`src/rtl/alu_sequencer_if.sv`:
```
// Interface between the alu_sequencer and its host/ALU environment.
// The master side loads the program, starts runs and supplies the ALU result; the slave side is the sequencer.
interface alu_sequencer_if #(
  parameter int AW     = 4,
  parameter int DATA_W = 4
);
  logic              prog_we;
  logic [AW-1:0]     prog_addr;
  logic [10:0]       prog_data;
  logic [AW:0]       prog_len;
  logic              start;
  logic [DATA_W-1:0] alu_a;
  logic [DATA_W-1:0] alu_b;
  logic [1:0]        alu_ctrl;
  logic [DATA_W-1:0] alu_result;
  logic [DATA_W-1:0] acc_out;
  logic              result_valid;
  logic              busy;
  logic              done;
  logic [AW-1:0]     pc_out;

  modport master (
    output prog_we, prog_addr, prog_data, prog_len, start, alu_result,
    input  alu_a, alu_b, alu_ctrl, acc_out, result_valid, busy, done, pc_out
  );

  modport slave (
    input  prog_we, prog_addr, prog_data, prog_len, start, alu_result,
    output alu_a, alu_b, alu_ctrl, acc_out, result_valid, busy, done, pc_out
  );
endinterface

```
`src/rtl/alu_sequencer.sv`:
```
// Runs a small loadable program of 4-bit ALU instructions, two cycles per instruction,
// chaining results through an accumulator.
//
// state   | meaning
// IDLE    | waiting for start; program memory writable
// ISSUE   | drive A/B/ctrl from mem[pc] (A may come from the accumulator)
// CAPTURE | latch ALU result into acc_out, advance pc or finish
// DONE    | one-cycle done pulse, then back to IDLE
module alu_sequencer #(
  parameter int DEPTH  = 16,
  parameter int AW     = 4,
  parameter int DATA_W = 4
) (
  input logic            clk,
  input logic            rst,
  alu_sequencer_if.slave bus
);

  typedef enum logic [1:0] {IDLE, ISSUE, CAPTURE, DONE} state_t;

  localparam logic [AW:0] DEPTH_L = (AW + 1)'(DEPTH);

  state_t            state;
  logic [10:0]       mem [DEPTH];
  logic [AW-1:0]     pc;
  logic [AW:0]       len;
  logic [AW:0]       eff_len;
  logic [10:0]       instr;
  logic [DATA_W-1:0] alu_a_q, alu_b_q, acc_q;
  logic [1:0]        alu_ctrl_q;
  logic              result_valid_q, busy_q, done_q;

  assign instr   = mem[pc];
  assign eff_len = (bus.prog_len > DEPTH_L) ? DEPTH_L : bus.prog_len;

  // Program memory has no reset; writes only land while the sequencer is idle.
  always_ff @(posedge clk) begin
    if (!rst && bus.prog_we && state == IDLE)
      mem[bus.prog_addr] <= bus.prog_data;
  end

  always_ff @(posedge clk) begin
    if (rst) begin
      state          <= IDLE;
      pc             <= '0;
      len            <= '0;
      alu_a_q        <= '0;
      alu_b_q        <= '0;
      alu_ctrl_q     <= '0;
      acc_q          <= '0;
      result_valid_q <= 1'b0;
      busy_q         <= 1'b0;
      done_q         <= 1'b0;
    end else begin
      result_valid_q <= 1'b0;
      done_q         <= 1'b0;
      case (state)
        IDLE: begin
          if (bus.start) begin
            pc     <= '0;
            len    <= eff_len;
            busy_q <= 1'b1;
            if (eff_len == '0) begin
              state  <= DONE;
              done_q <= 1'b1;
            end else begin
              state <= ISSUE;
            end
          end
        end
        ISSUE: begin
          alu_ctrl_q <= instr[9:8];
          alu_b_q    <= instr[3:0];
          alu_a_q    <= instr[10] ? acc_q : instr[7:4];
          state      <= CAPTURE;
        end
        CAPTURE: begin
          acc_q          <= bus.alu_result;
          result_valid_q <= 1'b1;
          // len is at least 1 here, so len-1 cannot underflow.
          if ({1'b0, pc} == len - (AW + 1)'(1)) begin
            state  <= DONE;
            done_q <= 1'b1;
          end else begin
            pc    <= pc + 1'b1;
            state <= ISSUE;
          end
        end
        DONE: begin
          busy_q <= 1'b0;
          state  <= IDLE;
        end
        default: state <= IDLE;
      endcase
    end
  end

  assign bus.alu_a        = alu_a_q;
  assign bus.alu_b        = alu_b_q;
  assign bus.alu_ctrl     = alu_ctrl_q;
  assign bus.acc_out      = acc_q;
  assign bus.result_valid = result_valid_q;
  assign bus.busy         = busy_q;
  assign bus.done         = done_q;
  assign bus.pc_out       = pc;

endmodule

```
`src/flat_wrapper.sv`:
```
// flat-port wrapper written by rule: the top's interface ports become plain ports
module alu_sequencer_flat 
#(
  parameter int DEPTH  = 16,
  parameter int AW     = 4,
  parameter int DATA_W = 4
)
  (clk, rst, bus_prog_we, bus_prog_addr, bus_prog_data, bus_prog_len, bus_start, bus_alu_result, bus_alu_a, bus_alu_b, bus_alu_ctrl, bus_acc_out, bus_result_valid, bus_busy, bus_done, bus_pc_out);
  alu_sequencer_if #(.AW(AW), .DATA_W(DATA_W)) bus_i ();
  input logic clk;
  input logic rst;
  input wire logic [$bits(bus_i.prog_we)-1:0] bus_prog_we;
  input wire logic [$bits(bus_i.prog_addr)-1:0] bus_prog_addr;
  input wire logic [$bits(bus_i.prog_data)-1:0] bus_prog_data;
  input wire logic [$bits(bus_i.prog_len)-1:0] bus_prog_len;
  input wire logic [$bits(bus_i.start)-1:0] bus_start;
  input wire logic [$bits(bus_i.alu_result)-1:0] bus_alu_result;
  output wire logic [$bits(bus_i.alu_a)-1:0] bus_alu_a;
  output wire logic [$bits(bus_i.alu_b)-1:0] bus_alu_b;
  output wire logic [$bits(bus_i.alu_ctrl)-1:0] bus_alu_ctrl;
  output wire logic [$bits(bus_i.acc_out)-1:0] bus_acc_out;
  output wire logic [$bits(bus_i.result_valid)-1:0] bus_result_valid;
  output wire logic [$bits(bus_i.busy)-1:0] bus_busy;
  output wire logic [$bits(bus_i.done)-1:0] bus_done;
  output wire logic [$bits(bus_i.pc_out)-1:0] bus_pc_out;
  assign bus_i.prog_we = bus_prog_we;
  assign bus_i.prog_addr = bus_prog_addr;
  assign bus_i.prog_data = bus_prog_data;
  assign bus_i.prog_len = bus_prog_len;
  assign bus_i.start = bus_start;
  assign bus_i.alu_result = bus_alu_result;
  assign bus_alu_a = bus_i.alu_a;
  assign bus_alu_b = bus_i.alu_b;
  assign bus_alu_ctrl = bus_i.alu_ctrl;
  assign bus_acc_out = bus_i.acc_out;
  assign bus_result_valid = bus_i.result_valid;
  assign bus_busy = bus_i.busy;
  assign bus_done = bus_i.done;
  assign bus_pc_out = bus_i.pc_out;
  alu_sequencer #(.DEPTH(DEPTH), .AW(AW), .DATA_W(DATA_W)) u_core (.clk(clk), .rst(rst), .bus(bus_i));
endmodule
```
`config.mk`:
```
export PLATFORM = sky130hd
export DESIGN_NAME = alu_sequencer_flat
export DESIGN_NICKNAME = d
export VERILOG_FILES = /design/src/rtl/alu_sequencer_if.sv /design/src/rtl/alu_sequencer.sv /design/src/flat_wrapper.sv
export SDC_FILE = /design/constraint.sdc
export NUM_CORES = 1
export LEC_CHECK = 0
export CAP_MARGIN = 15
export CELL_PAD_IN_SITES_DETAIL_PLACEMENT = 1
export CELL_PAD_IN_SITES_GLOBAL_PLACEMENT = 2
export CORE_ASPECT_RATIO = 0.75
export CORE_MARGIN = 5
export CORE_UTILIZATION = 35
export DETAILED_ROUTE_END_ITERATION = 8
export GPL_ROUTABILITY_DRIVEN = 0
export PLACE_DENSITY_LB_ADDON = 0.1
export SETUP_SLACK_MARGIN = 0.15
export SLEW_MARGIN = 20
export SYNTH_ARGS = -nofsm -noshare
export SYNTH_HDL_FRONTEND = slang
export SYNTH_SLANG_ARGS = --single-unit
export TNS_END_PERCENT = 100
```
`constraint.sdc`:
```
create_clock -name clk -period 2.25 [get_ports clk]
set_input_delay 0.45 -clock clk [delete_from_list [all_inputs] [get_ports clk]]
set_output_delay 0.45 -clock clk [all_outputs]
set_load 0.01 [all_outputs]
```
==> results by group <==
Clock tree
  • TritonCTS clock tree: done
  • H-tree depth: 1
  • Sinks on Clock Net: 208
  • CTS Buf Count: 23
  • Worst-skew pair later-pin latency: 0.51 ns
  • Worst-path clk slew: 0.06 ns
  • Clk buf depth: 3
  • Cts hold-fix bufs: 0
  • Root Buffer Master: clkbuf_16

Floorplanning
  • Num rows: 48
  • Die height: 143 um
  • Core area: 0.0231 mm2
  • I/O Pins: 49
  • Die Area: 0.0267 mm2
  • Die width: 187 um
  • Initial core utilization: 0.356

Cells and area
  • Design Area, Final: 0.0102 mm2
  • Layout cells sized above 1: 0.249
  • Final #Nets: 591
  • Most frequent cells in the layout: edfxtp_1, buf_4, clkdlybuf4s50_1, mux4_2, nor2_1
  • Commonest non-fill, non-tap cell in the layout: edfxtp_1
  • Ant diodes: 0
  • Synthesis-to-layout area growth: 24.7%

Synthesis
  • Total number of yosys warnings: 0
  • Post-Syn Area: 0.00821 mm2
  • Cells after synthesis: 445
  • Synthesized Nets: 475
  • Distinct cells, synth: 44
  • Ys async rst share: 0
  • Top_reg_cell synth: edfxtp_1
  • Post-synthesis register bit count: 208
  • Sequential share of the synthesized area: 0.722
  • EDFF count, synth: 176
  • Synthesized area per cell: 18.5 um2

Power and ir drop
  • Switching Share: 0.204
  • LEAKAGE: 3.36 nW
  • Pint: 0.00659 W
  • Power Density: 809 mW/mm2
  • Reg power frac: 0.512
  • Combinational power share: 0.043
  • Power share of the clock group: 0.446
  • P_sw: 0.00169 W
  • Max VDD drop: 0.000543 V

Setup path
  • Worst R2R End: u_core.bus.alu_ctrl[0]
  • Worst-path cell chain: clkdlybuf4s50_1
  • CP max-delay cell: clkdlybuf4s50_1
  • Setup CP Type: flop to output pin
  • Largest stage delay, worst path: 0.60 ns
  • Worst path required time: 1.80 ns
  • R2r worst-path depth: 6
  • Critical Path End Type: output pin
  • Critical Path Source Type: flop
  • R2R setup slack: 0.20 ns
  • Arr. time, crit path: 1.61 ns
  • Max FO, Critical Path: 7
  • Worst Path Buf+Inv: 1
  • Crit-path leading delay family: buffers and inverters

STA
  • Fin. Hold Viols: 0
  • Tcrit/Tclk final: 0.915
  • Unrepaired setup endpoints after global routing: yes
  • Worst Tran Pin Value: 0.764 ns
  • Max Fclk: 0.486 GHz
  • Minimum clock period: 2.06 ns
  • Final setup fails: 0
  • Skew final: 0.0222 ns
  • Final slew viol count: 0
  • Hold slack: 0.442 ns
  • Setup WS post-layout: 0.191 ns
  • Slew margin rel.: 0.489

Detailed routing
  • DRC: 0
  • Routed Wire Length: 20700 um
  • DR vias/cell: 5.15
  • Routed len/inst: 23.6 um
  • Routed Antenna Nets: 0
  • Via Count: 4522
  • 1st-pass router iterations: 4
  • Initial DRC count: 384

Placement
  • Hpwl dp: 14900 um
  • DP Worst Slack: -0.236 ns
  • IO Port Bufs: 48
  • DP Area: 0.00944 mm2

Global routing
  • Largest net degree at the start of global routing: 28
  • Total track usage: 0.156
  • Vias in the first global route: 4743
  • First-pass GRT wire length: 31000 um
  • Initial antenna violation count: 1
  • Overflow after GRT: 0

Hold path
  • Hold endpoint: u_core.bus.alu_ctrl[0]
  • Hold crit path type: flop to flop
  • Hold_sp: u_core.bus.alu_ctrl[0]
  • Hold path depth: 2

Outcome
  • Outcome: complete, no violations

Run
  • Max-cap violations: 0
==> power groups by stage <==
| stage | Combinational (W) | Sequential, W | Clock (W) |
|---|---|---|---|
| after floorplan | 0.000131 | 0.00432 | 0 |
| after global placement | 0.000348 | 0.00432 | 0 |
| after detailed placement | 0.000353 | 0.00432 | 0 |
| after CTS | 0.000355 | 0.00424 | 0.00382 |
| after global routing | 0.000383 | 0.00424 | 0.00397 |
| final | 0.000353 | 0.00424 | 0.00369 |
==> cell usage after synthesis (all sizes together) (5+ instances only) <==
cell    count  area share
nand2b      9      0.0069
nor2       32       0.015
dfxtp      32       0.078
buf        13       0.012
nor3       10      0.0061
nand2      28       0.013
clkbuf      5      0.0023
o21ai       9      0.0055
clkinv      6      0.0027
mux2i      17       0.021
inv         6      0.0027
edfxtp    176        0.64
mux4       49        0.14
nand3b      7      0.0064
a21oi       9      0.0055
==> state kept, by name, summed over array words and instances (netlist names), named ones only <==
name	count
u_core.bus.alu_b	4
u_core.bus.alu_ctrl	2
u_core.bus.acc_out	4
u_core.bus.pc_out	4
u_core.bus.result_valid	1
u_core.state	2
u_core.bus.done	1
u_core.mem	176
u_core.bus.busy	1
u_core.bus.alu_a	4
u_core.len	5
==> cell families after synthesis <==
family          Yosys count  share of synthesized area
compound gates           32                     0.0251
fa+ha+maj                 2                    0.00305
simple gates            100                     0.0599
buf+inv                  30                     0.0203
mux                      69                      0.166
xor+xnor                  4                    0.00427
flops                   208                      0.722
==> layout make-up <==
type / instances / area [um2]
inverters: 12 / 45.0
fillers: 2252 / 12800
repair buffers: 109 / 1000
well taps: 300 / 375
clock buffers: 28 / 594
flip-flops and latches: 208 / 5930
multi-input cells: 207 / 2150
clock inverters: 14 / 144
==> per-stage QoR <==
step,util,total power (W),setup TNS (ns),cells
6_report,0.444,0.00828,0,878
2_1_floorplan,-,0.00445,0,445
3_3_place_gp,0.410,0.00467,-35.82,832
5_1_grt,0.444,0.00859,0,878
3_5_place_dp,0.410,0.00467,-29.91,832
4_1_cts,0.442,0.00841,0,874
==> metal layers <==
layer | wire (um) | vias up | part of all wire | track usage
li1 | - | 2016 | - | -
met1 | 10400 | 2353 | 0.50 | 0.243
met2 | 8590 | 123 | 0.41 | 0.226
met3 | 1330 | 30 | 0.064 | 0.0342
met4 | 427 | 0 | 0.021 | 0.0327
met5 | 0 | - | 0 | 0
==> repair_timing <==
action | 4_1_cts | 5_1_grt
pin swaps | 0 | 0
setup endpoints to repair | 7 | 106
resized for setup | 3 | 5
setup buffers | 0 | 4
==> worst max-delay path by stage <==
stage | slack (ns) | cells after the start | start | end
2_1_floorplan | 0.20 | 5 | u_core.state[1] | u_core.mem[5][0]
3_3_place_gp | -0.29 | 7 | bus_prog_we | u_core.mem[5][6]
3_5_place_dp | -0.24 | 7 | bus_prog_we | u_core.mem[5][7]
4_1_cts | 0.12 | 6 | flop | u_core.bus.alu_a[2]
5_1_grt | 0.07 | 7 | u_core.len[1] | u_core.bus.pc_out[2]
6_report | 0.19 | 1 | u_core.bus.pc_out[2] | bus_pc_out[2]
(Power assumes the default switching activity.)
